File: config.mk
export PLATFORM = sky130hd
export DESIGN_NAME = zrb_uart_rx
export DESIGN_NICKNAME = d
export VERILOG_FILES = /design/src/rtl/zrb_uart_pkg.sv /design/src/rtl/zrb_sync2.sv /design/src/rtl/zrb_uart_rx.sv
export SDC_FILE = /design/constraint.sdc
export NUM_CORES = 1
export LEC_CHECK = 0
export ABC_AREA = 0
export CORE_MARGIN = 8
export CORE_UTILIZATION = 35
export CTS_BUF_LIST = sky130_fd_sc_hd__clkbuf_2 sky130_fd_sc_hd__clkbuf_4 sky130_fd_sc_hd__clkbuf_8
export DETAILED_ROUTE_END_ITERATION = 10
export GPL_TIMING_DRIVEN = 0
export SYNTH_ARGS = -nofsm -noshare
export SYNTH_HDL_FRONTEND = slang
export SYNTH_SLANG_ARGS = --single-unit
File: constraint.sdc
create_clock -name clk -period 2.17 [get_ports clk]
set_input_delay 0.3255 -clock clk [delete_from_list [all_inputs] [get_ports clk]]
set_output_delay 0.3255 -clock clk [all_outputs]
set_load 0.02 [all_outputs]
File: src/rtl/zrb_uart_pkg.sv
`default_nettype none
// ============================================================================
//  Module      : zrb_uart_pkg
//  Description : Shared UART definitions: receiver/transmitter state encoding,
//                default oversampling ratio and tick counter width.
//  Revision    : 1.0  initial release
// ============================================================================
package zrb_uart_pkg;

    // baud_tick pulses per UART bit when the instantiating module does not override it
    localparam int unsigned c_OVERSAMPLE_DEFAULT = 16;

    // Tick counter width; wide enough for the largest legal OVERSAMPLE (64)
    localparam int unsigned c_TICK_W = 6;

    // Frame state encoding; PARITY is only visited when parity checking is built in
    typedef enum logic [2:0] {
        ST_IDLE      = 3'd0,
        ST_START     = 3'd1,
        ST_DATA      = 3'd2,
        ST_PARITY    = 3'd3,
        ST_STOP      = 3'd4,
        ST_WAIT_IDLE = 3'd5
    } uart_state_e;

endpackage
`default_nettype wire

File: src/rtl/zrb_sync2.sv
`default_nettype none
// ============================================================================
//  Module      : zrb_sync2
//  Description : Parameterized-width two-flop synchronizer. Both stages reset
//                to all-ones so an idle-high line never looks active at reset.
//  Revision    : 1.0  initial release
// ============================================================================
module zrb_sync2 #(
    parameter int unsigned WIDTH = 1
) (
    input  logic             clk,
    input  logic             rst_n,
    input  logic [WIDTH-1:0] i_d,
    output logic [WIDTH-1:0] o_q
);

    logic [WIDTH-1:0] r_meta;
    logic [WIDTH-1:0] r_sync;

    // Two back-to-back flops give the first stage a full cycle to settle
    always_ff @(posedge clk or negedge rst_n) begin
        if (!rst_n) begin
            r_meta <= '1;
            r_sync <= '1;
        end else begin
            r_meta <= i_d;
            r_sync <= r_meta;
        end
    end

    assign o_q = r_sync;

endmodule
`default_nettype wire

File: src/rtl/zrb_uart_rx.sv
`default_nettype none
// ============================================================================
//  Module      : zrb_uart_rx
//  Description : Oversampling UART receiver, 8N1. Start bit is qualified at
//                mid-bit, data and stop bits are sampled one bit period apart.
//                Define ZRB_UART_RX_PARITY_EN for 8E1 with a parity_error output.
//  Revision    : 1.0  initial release
// ============================================================================
module zrb_uart_rx
    import zrb_uart_pkg::*;
#(
    parameter int unsigned OVERSAMPLE = c_OVERSAMPLE_DEFAULT
) (
    input  logic       clk,
    input  logic       reset,
    input  logic       baud_tick,
    input  logic       rx,
    output logic [7:0] data,
    output logic       valid,
    output logic       frame_error,
    output logic       busy
`ifdef ZRB_UART_RX_PARITY_EN
    ,
    output logic       parity_error
`endif
);

    // Tick count at which the start bit is re-checked (middle of the bit)
    localparam logic [c_TICK_W-1:0] c_HALF = c_TICK_W'(OVERSAMPLE/2 - 1);
    // Tick count at which each following bit is sampled (one bit period later)
    localparam logic [c_TICK_W-1:0] c_FULL = c_TICK_W'(OVERSAMPLE - 1);

    logic                w_rx;
    uart_state_e         r_state, w_state_nxt;
    logic [c_TICK_W-1:0] r_tick_cnt, w_tick_nxt;
    logic [2:0]          r_bit_cnt, w_bit_nxt;
    logic [7:0]          r_shift, w_shift_nxt;
    logic [7:0]          r_data, w_data_nxt;
    logic                r_valid, w_valid_nxt;
    logic                r_ferr, w_ferr_nxt;
`ifdef ZRB_UART_RX_PARITY_EN
    logic                r_par_bad, w_par_bad_nxt;
    logic                r_perr, w_perr_nxt;
`endif

    zrb_sync2 #(
        .WIDTH (1)
    ) u_sync_rx (
        .clk   (clk),
        .rst_n (reset),
        .i_d   (rx),
        .o_q   (w_rx)
    );

    // Next-state and datapath decode; counters only move on baud_tick
    always_comb begin
        w_state_nxt = r_state;
        w_tick_nxt  = r_tick_cnt;
        w_bit_nxt   = r_bit_cnt;
        w_shift_nxt = r_shift;
        w_data_nxt  = r_data;
        w_valid_nxt = 1'b0;
        w_ferr_nxt  = 1'b0;
`ifdef ZRB_UART_RX_PARITY_EN
        w_par_bad_nxt = r_par_bad;
        w_perr_nxt    = 1'b0;
`endif
        case (r_state)
            ST_IDLE: begin
                if (!w_rx) begin
                    w_state_nxt = ST_START;
                    w_tick_nxt  = '0;
                end
            end
            ST_START: begin
                if (baud_tick) begin
                    if (r_tick_cnt == c_HALF) begin
                        w_tick_nxt  = '0;
                        w_bit_nxt   = 3'd0;
                        // A line already back high at mid-bit was a glitch
                        w_state_nxt = w_rx ? ST_IDLE : ST_DATA;
                    end else begin
                        w_tick_nxt = r_tick_cnt + c_TICK_W'(1);
                    end
                end
            end
            ST_DATA: begin
                if (baud_tick) begin
                    if (r_tick_cnt == c_FULL) begin
                        w_tick_nxt             = '0;
                        w_shift_nxt[r_bit_cnt] = w_rx;
                        w_bit_nxt              = r_bit_cnt + 3'd1;
                        if (r_bit_cnt == 3'd7) begin
`ifdef ZRB_UART_RX_PARITY_EN
                            w_state_nxt = ST_PARITY;
`else
                            w_state_nxt = ST_STOP;
`endif
                        end
                    end else begin
                        w_tick_nxt = r_tick_cnt + c_TICK_W'(1);
                    end
                end
            end
`ifdef ZRB_UART_RX_PARITY_EN
            ST_PARITY: begin
                if (baud_tick) begin
                    if (r_tick_cnt == c_FULL) begin
                        w_tick_nxt    = '0;
                        // Even parity: data plus parity bit must hold an even number of ones
                        w_par_bad_nxt = ^{r_shift, w_rx};
                        w_state_nxt   = ST_STOP;
                    end else begin
                        w_tick_nxt = r_tick_cnt + c_TICK_W'(1);
                    end
                end
            end
`endif
            ST_STOP: begin
                if (baud_tick) begin
                    if (r_tick_cnt == c_FULL) begin
                        w_tick_nxt = '0;
                        if (w_rx) begin
                            w_data_nxt  = r_shift;
                            w_valid_nxt = 1'b1;
`ifdef ZRB_UART_RX_PARITY_EN
                            w_perr_nxt  = r_par_bad;
`endif
                            w_state_nxt = ST_IDLE;
                        end else begin
                            w_ferr_nxt  = 1'b1;
                            w_state_nxt = ST_WAIT_IDLE;
                        end
                    end else begin
                        w_tick_nxt = r_tick_cnt + c_TICK_W'(1);
                    end
                end
            end
            ST_WAIT_IDLE: begin
                // A held-low break must end before a new start edge can be seen
                if (w_rx) begin
                    w_state_nxt = ST_IDLE;
                end
            end
            default: begin
                w_state_nxt = ST_IDLE;
            end
        endcase
    end

    // State, counters, shift register and output pulse registers
    always_ff @(posedge clk or negedge reset) begin
        if (!reset) begin
            r_state    <= ST_IDLE;
            r_tick_cnt <= '0;
            r_bit_cnt  <= 3'd0;
            r_shift    <= 8'h00;
            r_data     <= 8'h00;
            r_valid    <= 1'b0;
            r_ferr     <= 1'b0;
`ifdef ZRB_UART_RX_PARITY_EN
            r_par_bad  <= 1'b0;
            r_perr     <= 1'b0;
`endif
        end else begin
            r_state    <= w_state_nxt;
            r_tick_cnt <= w_tick_nxt;
            r_bit_cnt  <= w_bit_nxt;
            r_shift    <= w_shift_nxt;
            r_data     <= w_data_nxt;
            r_valid    <= w_valid_nxt;
            r_ferr     <= w_ferr_nxt;
`ifdef ZRB_UART_RX_PARITY_EN
            r_par_bad  <= w_par_bad_nxt;
            r_perr     <= w_perr_nxt;
`endif
        end
    end

    assign data        = r_data;
    assign valid       = r_valid;
    assign frame_error = r_ferr;
    assign busy        = (r_state != ST_IDLE);
`ifdef ZRB_UART_RX_PARITY_EN
    assign parity_error = r_perr;
`endif

endmodule
`default_nettype wire

; Yosys cells after proc, flatten, opt, wreduce, memory -nomap -nowiden
; Cells that the tools add are included.
[word_totals]
inputBits = 4
register_bits = 32
out_inout_bits = 11
wordCells = 75
[classes]
eq_ne = 17
mux = 34
addsub = 2
magnitude_cmp = 2
reduce_logical = 11
[op_table]
columns = operator, n
row1 = 3-bit 2-to-1 mux, 14
row2 = 6-bit 2-to-1 mux, 5
row3 = 6-bit case mux with 3 select lines, 1
row4 = "2-bit != test, second input constant", 8
row5 = 3-bit case mux with 5 select lines, 1
row6 = "3-bit equality test, second input constant", 3
row7 = 1-bit 2-to-1 mux, 9
row8 = 9-bit AND reduction, 1
row9 = 8-bit bitwise mux, 1
row10 = 4-bit AND reduction, 2
row11 = "6-bit by 1-bit adder with 6-bit output, second input constant", 1
row12 = "6-bit by 3-bit equality test with 1-bit output, second input constant", 1
row13 = "6-bit by 4-bit equality test with 1-bit output, second input constant", 1
row14 = 3-bit case mux with 2 select lines, 1
row15 = 3-bit nonzero test, 2
row16 = 5-bit AND reduction, 1
row17 = "3-bit by 4-bit < comparator with 1-bit output, second input constant", 1
row18 = "2-bit by 1-bit != test with 1-bit output, second input constant", 2
row19 = "3-bit by 1-bit adder with 3-bit output, second input constant", 1
row20 = 1-bit demux with 3-bit select, 1
row21 = "3-bit by 1-bit equality test with 1-bit output, second input constant", 1
row22 = "3-bit by 2-bit equality test with 1-bit output, second input constant", 1
row23 = "3-bit by 1-bit greater-or-equal comparator with 1-bit output, second input constant", 1
row24 = 3-bit logical NOT, 1
row25 = other kinds (5), 5

; Depth between registers and ports, before layout
[depth]
word_depth = 5
depth_mapped = 6

; Cells and area by module
; Synthesis repeated with hierarchy kept, for this count alone.
[unflattened]
cells_unflattened = 134
area_unflattened_um2 = 1615.3
[by_module_without_submodules]
columns = module, instances, area_per_inst_um2, cells_per_inst
row1 = zrb_uart_rx, 1, 1562.7, 132
row2 = zrb_sync2, 1, 52.6, 2

; Least setup slack after synthesis
; Ideal clock, no wire load.
[synth_path]
path_type = reg-to-reg
startpoint = reg r_tick_cnt[0]
endpoint = reg r_data[0], in the netlist data[0]
stages_incl_launch_ff = 7
setup_ns = 0.125
n_path_buf = 1
t_arrival_ns = 1.686
period_less_slack_ns = 1.811
setup_slack_ns = 0.359
required_ns = 2.045
cell_sequence = dfrtp_1 -> ha_1 -> and4bb_2 -> buf_6 -> nand3_4 -> nor3_4 -> mux2_2
[synth_via]
elab_chain_len = 2
[synth_lines]
columns = item, line_no
row1 = from (decl), zrb_uart_rx.sv:35  ; logic [c_TICK_W-1:0] r_tick_cnt, w_tick_nxt;
row2 = from (signal assigned), zrb_uart_rx.sv:167  ; r_tick_cnt <= w_tick_nxt;
row3 = 6-bit by 4-bit equality test with 1-bit output, zrb_uart_rx.sv:121  ; if (r_tick_cnt == c_FULL) begin
row4 = 4-bit AND reduction (no source line), -
row5 = to (signal assigned), zrb_uart_rx.sv:170  ; r_data <= w_data_nxt;
row6 = to (decl), zrb_uart_rx.sv:38  ; logic [7:0] r_data, w_data_nxt;
; No other way between the ends.
; A chain may end at the register's enable or synchronous reset.

; Worst setup path after layout
[layout_path]
startpoint = reg r_state[0]
endpoint = out busy
[layout_via]
elab_chain_len = 1
[layout_lines]
columns = item, line_no
row1 = from (decl), zrb_uart_rx.sv:34  ; uart_state_e r_state, w_state_nxt;
row2 = from (signal assigned), zrb_uart_rx.sv:166  ; r_state <= w_state_nxt;
row3 = 3-bit nonzero test, zrb_uart_rx.sv:183  ; assign busy = (r_state != ST_IDLE);
row4 = to (decl), zrb_uart_rx.sv:21  ; output logic busy
; No other way between the ends.

==> run metrics <==
outcome complete, no violations; DR WL met3 157 um; CP max stage cell or3_2; GRT Resource Usage Total 0.1016; Max-cap violations 0; CTS root buf clkbuf_8; Req. time, crit path 1.84 ns; die height 84.90 um; DR vias 1203; Worst Path Arrival 1.70 ns; share of the synthesized area in the top cell type 0.4518; Synth Flop Type dfrtp_1; Post-synth EDFFs 0; synth top area cells dfrtp_1, mux2_2, dfstp_2; Max VDD drop 0.3590 mV; FMAX 493.7 MHz; Pwr Density 848.3 nW/um^2; post-CTS setup buffer count 0; level count of the clock H-tree 2; Rows 25; GRT overflow 0; vias in the first global route 1227; ANT nets after route 0; top post-synthesis cells by count dfrtp_1, mux2_2, nand2_1; FF-to-FF Start r_tick_cnt[0]; clock buffer depth 2; dominant cell by count in the synthesized netlist dfrtp_1; synthesized area 1662 sq um; # diodes 0; clk_skew 0.007705 ns; total negative slack 0 ns; number of synthesized register bits 32; clock sinks 32; minimum clock period 2.026 ns; DRC Markers 0; Synthesized Nets 149; CP Class reg -> out; CP Launch Type register; Critical Path End Type primary output; top sig layer met4; Crit Path Max Fanout 10; # setup viols final 0; Detailed Routing Iterations Pass 1 4; hold crit path type in -> async; Nets 170; initial antenna violation count 0; worst-margin pin slew 0.7435 ns; Slew HR 0.5043; io pins 15; post-synth top area cell dfrtp_1; Worst R2R End r_shift[6]; R2R Setup Slk 0.15 ns; initial cell density of the core 0.3565; Die W 84.90 um; Non-Filler Instances 218; pin count of the biggest net entering global routing 33; Placed Instances 210; Routed WL 3.404 mm; core area 4661 sq um; post-route cell area 1974 sq um; Placed Area 1864 sq um; Post-DP HPWL 2.368 mm; Final GP Congestion 0.8615; syn_area_per_cell 11.70 sq um; Port-buffer cells 14; Fill cells 443; LEAKAGE 0.8622 nW; Gate Count Post-Synth 142; utilization after layout 0.4236; WL met2 1.669 mm; Yosys Warn Count 0; DR vias/cell 5.518; fin crit share 0.9335; Buf/Inv on CP 2; CTS tree yes; largest delay contributor family on the critical path buffers and inverters; Area Growth Syn to Fin 18.83%; 1st-iter DRT viols 80; first-pass GRT wire length 5.809 mm; die area 7208 sq um; RSZ-0062 raised after global routing no; clk_lat worst skew 0.28 ns; ys async rst share 1.000; count of cell types in the netlist 48; number of buffers created by CTS 5; Slowest Stage Delay on Critical Path 0.45 ns; hold violation total from the final report 0; met1 WL 1.507 mm; Clock Pin Slew Worst Setup and Hold Paths 0.07 ns; sequential-to-total area share from yosys stat 0.4834; Max Slew Vio Count 0; share of cells above drive strength 1 0.2744; CP Cell Sequence buf_2 -> or3_2 -> dlygate4sd2_1; worst-case reg-to-reg path depth 6; Routed WL per cell 15.61 um
-- cell families after synthesis --
logic type / after synthesis / share of synthesized area
buffers and inverters: 11 / 0.03313
AOI/OAI and AO/OA: 27 / 0.1303
and+or+nand+nor: 51 / 0.2116
DFF: 32 / 0.4834
muxes: 16 / 0.1084
adders and majority gates: 3 / 0.02259
xor gates and xnor gates: 2 / 0.01054
-- layer usage --
| metal | vias to the layer above | GRT usage |
|---|---|---|
| met4 | 0 | 0.06311 |
| met5 | - | 0 |
| met1 | 602 | 0.1152 |
| met3 | 4 | 0.02992 |
| li1 | 573 | - |
| met2 | 24 | 0.1646 |
-- area by class of cell --
class                           instances  area [sq um]  share of cell area
Sequential cell                        32         803.3              0.4068
Clock inverter                          3         42.54             0.02155
Tap cell                               54         67.56             0.03422
Multi-Input combinational cell         99         803.3              0.4068
Clock buffer                            5         68.82             0.03485
Inverter                                2         7.507            0.003802
Timing Repair Buffer                   14         133.9             0.06781
Buffer                                  9         47.55             0.02408
-- report_power, final --
group          leakage [nW]  internal [mW]  total [mW]  switching, mW
clock                0.0541          0.340       0.566          0.227
combinational         0.398          0.152       0.322          0.170
sequential            0.410          0.681       0.787          0.106
-- state kept, by name, indices dropped and copies added (netlist names) --
signal and count:
data 8, r_shift 8, r_tick_cnt 6, r_bit_cnt 3
r_state 3, frame_error 1, u_sync_rx.o_q 1, u_sync_rx.r_meta 1
valid 1
-- worst max path at each step --
stage / cells after the start / from / endpoint
5_1_grt: 6 / r_tick_cnt[0] / data[7]
2_1_floorplan: 6 / r_tick_cnt[0] / data[0]
6_report: 3 / r_state[0] / busy
3_5_place_dp: 5 / baud_tick / data[0]
3_3_place_gp: 5 / baud_tick / data[0]
4_1_cts: 6 / r_tick_cnt[0] / data[0]
-- layout by cell type, fill, tap and decap left out, drive strengths merged, types with 3 or more instances in the layout --
| master | synthesis | final |
|---|---|---|
| mux2 | 16 | 16 |
| o211ai | 4 | 4 |
| nand4 | 3 | 3 |
| nand2 | 9 | 9 |
| buf | 5 | 6 |
| a21oi | 5 | 5 |
| clkdlybuf4s50 | 0 | 12 |
| nand3 | 7 | 7 |
| nor2 | 4 | 4 |
| dfrtp | 30 | 30 |
| o21ai | 4 | 4 |
| a22o | 4 | 4 |
| ha | 3 | 3 |
| nor3 | 3 | 3 |
| and3 | 3 | 3 |
| clkbuf | 4 | 9 |
| nand4b | 4 | 4 |
-- worst register-to-register path, stage by stage, from the launching register on --
cell	delay [ns]
dfrtp_1	0.40
ha_1	0.22
and4bb_2	0.26
buf_6	0.15
nand3_4	0.11
nor4_1	0.39
mux2_2	0.38
-- stage by stage --
stage                     hold slack (ns)  setup WS (ns)  total power, mW
after global placement             0.3479         0.1017            1.092
final                              0.1088         0.1443            1.675
after global routing               0.1563        0.02200            1.776
after CTS                          0.1275        0.08906            1.693
after detailed placement           0.3493        0.06608            1.116
after floorplan                   0.02991         0.3588            1.018
-- timing repair --
action	in CTS	in global routing
endpoints found under the hold margin	0	0
pin swaps	0	1
resized for setup	1	0
gates cloned	0	0
hold buffers	0	0
endpoints found under the setup margin	1	5
Note: power is estimated with default switching activity, not from simulation.
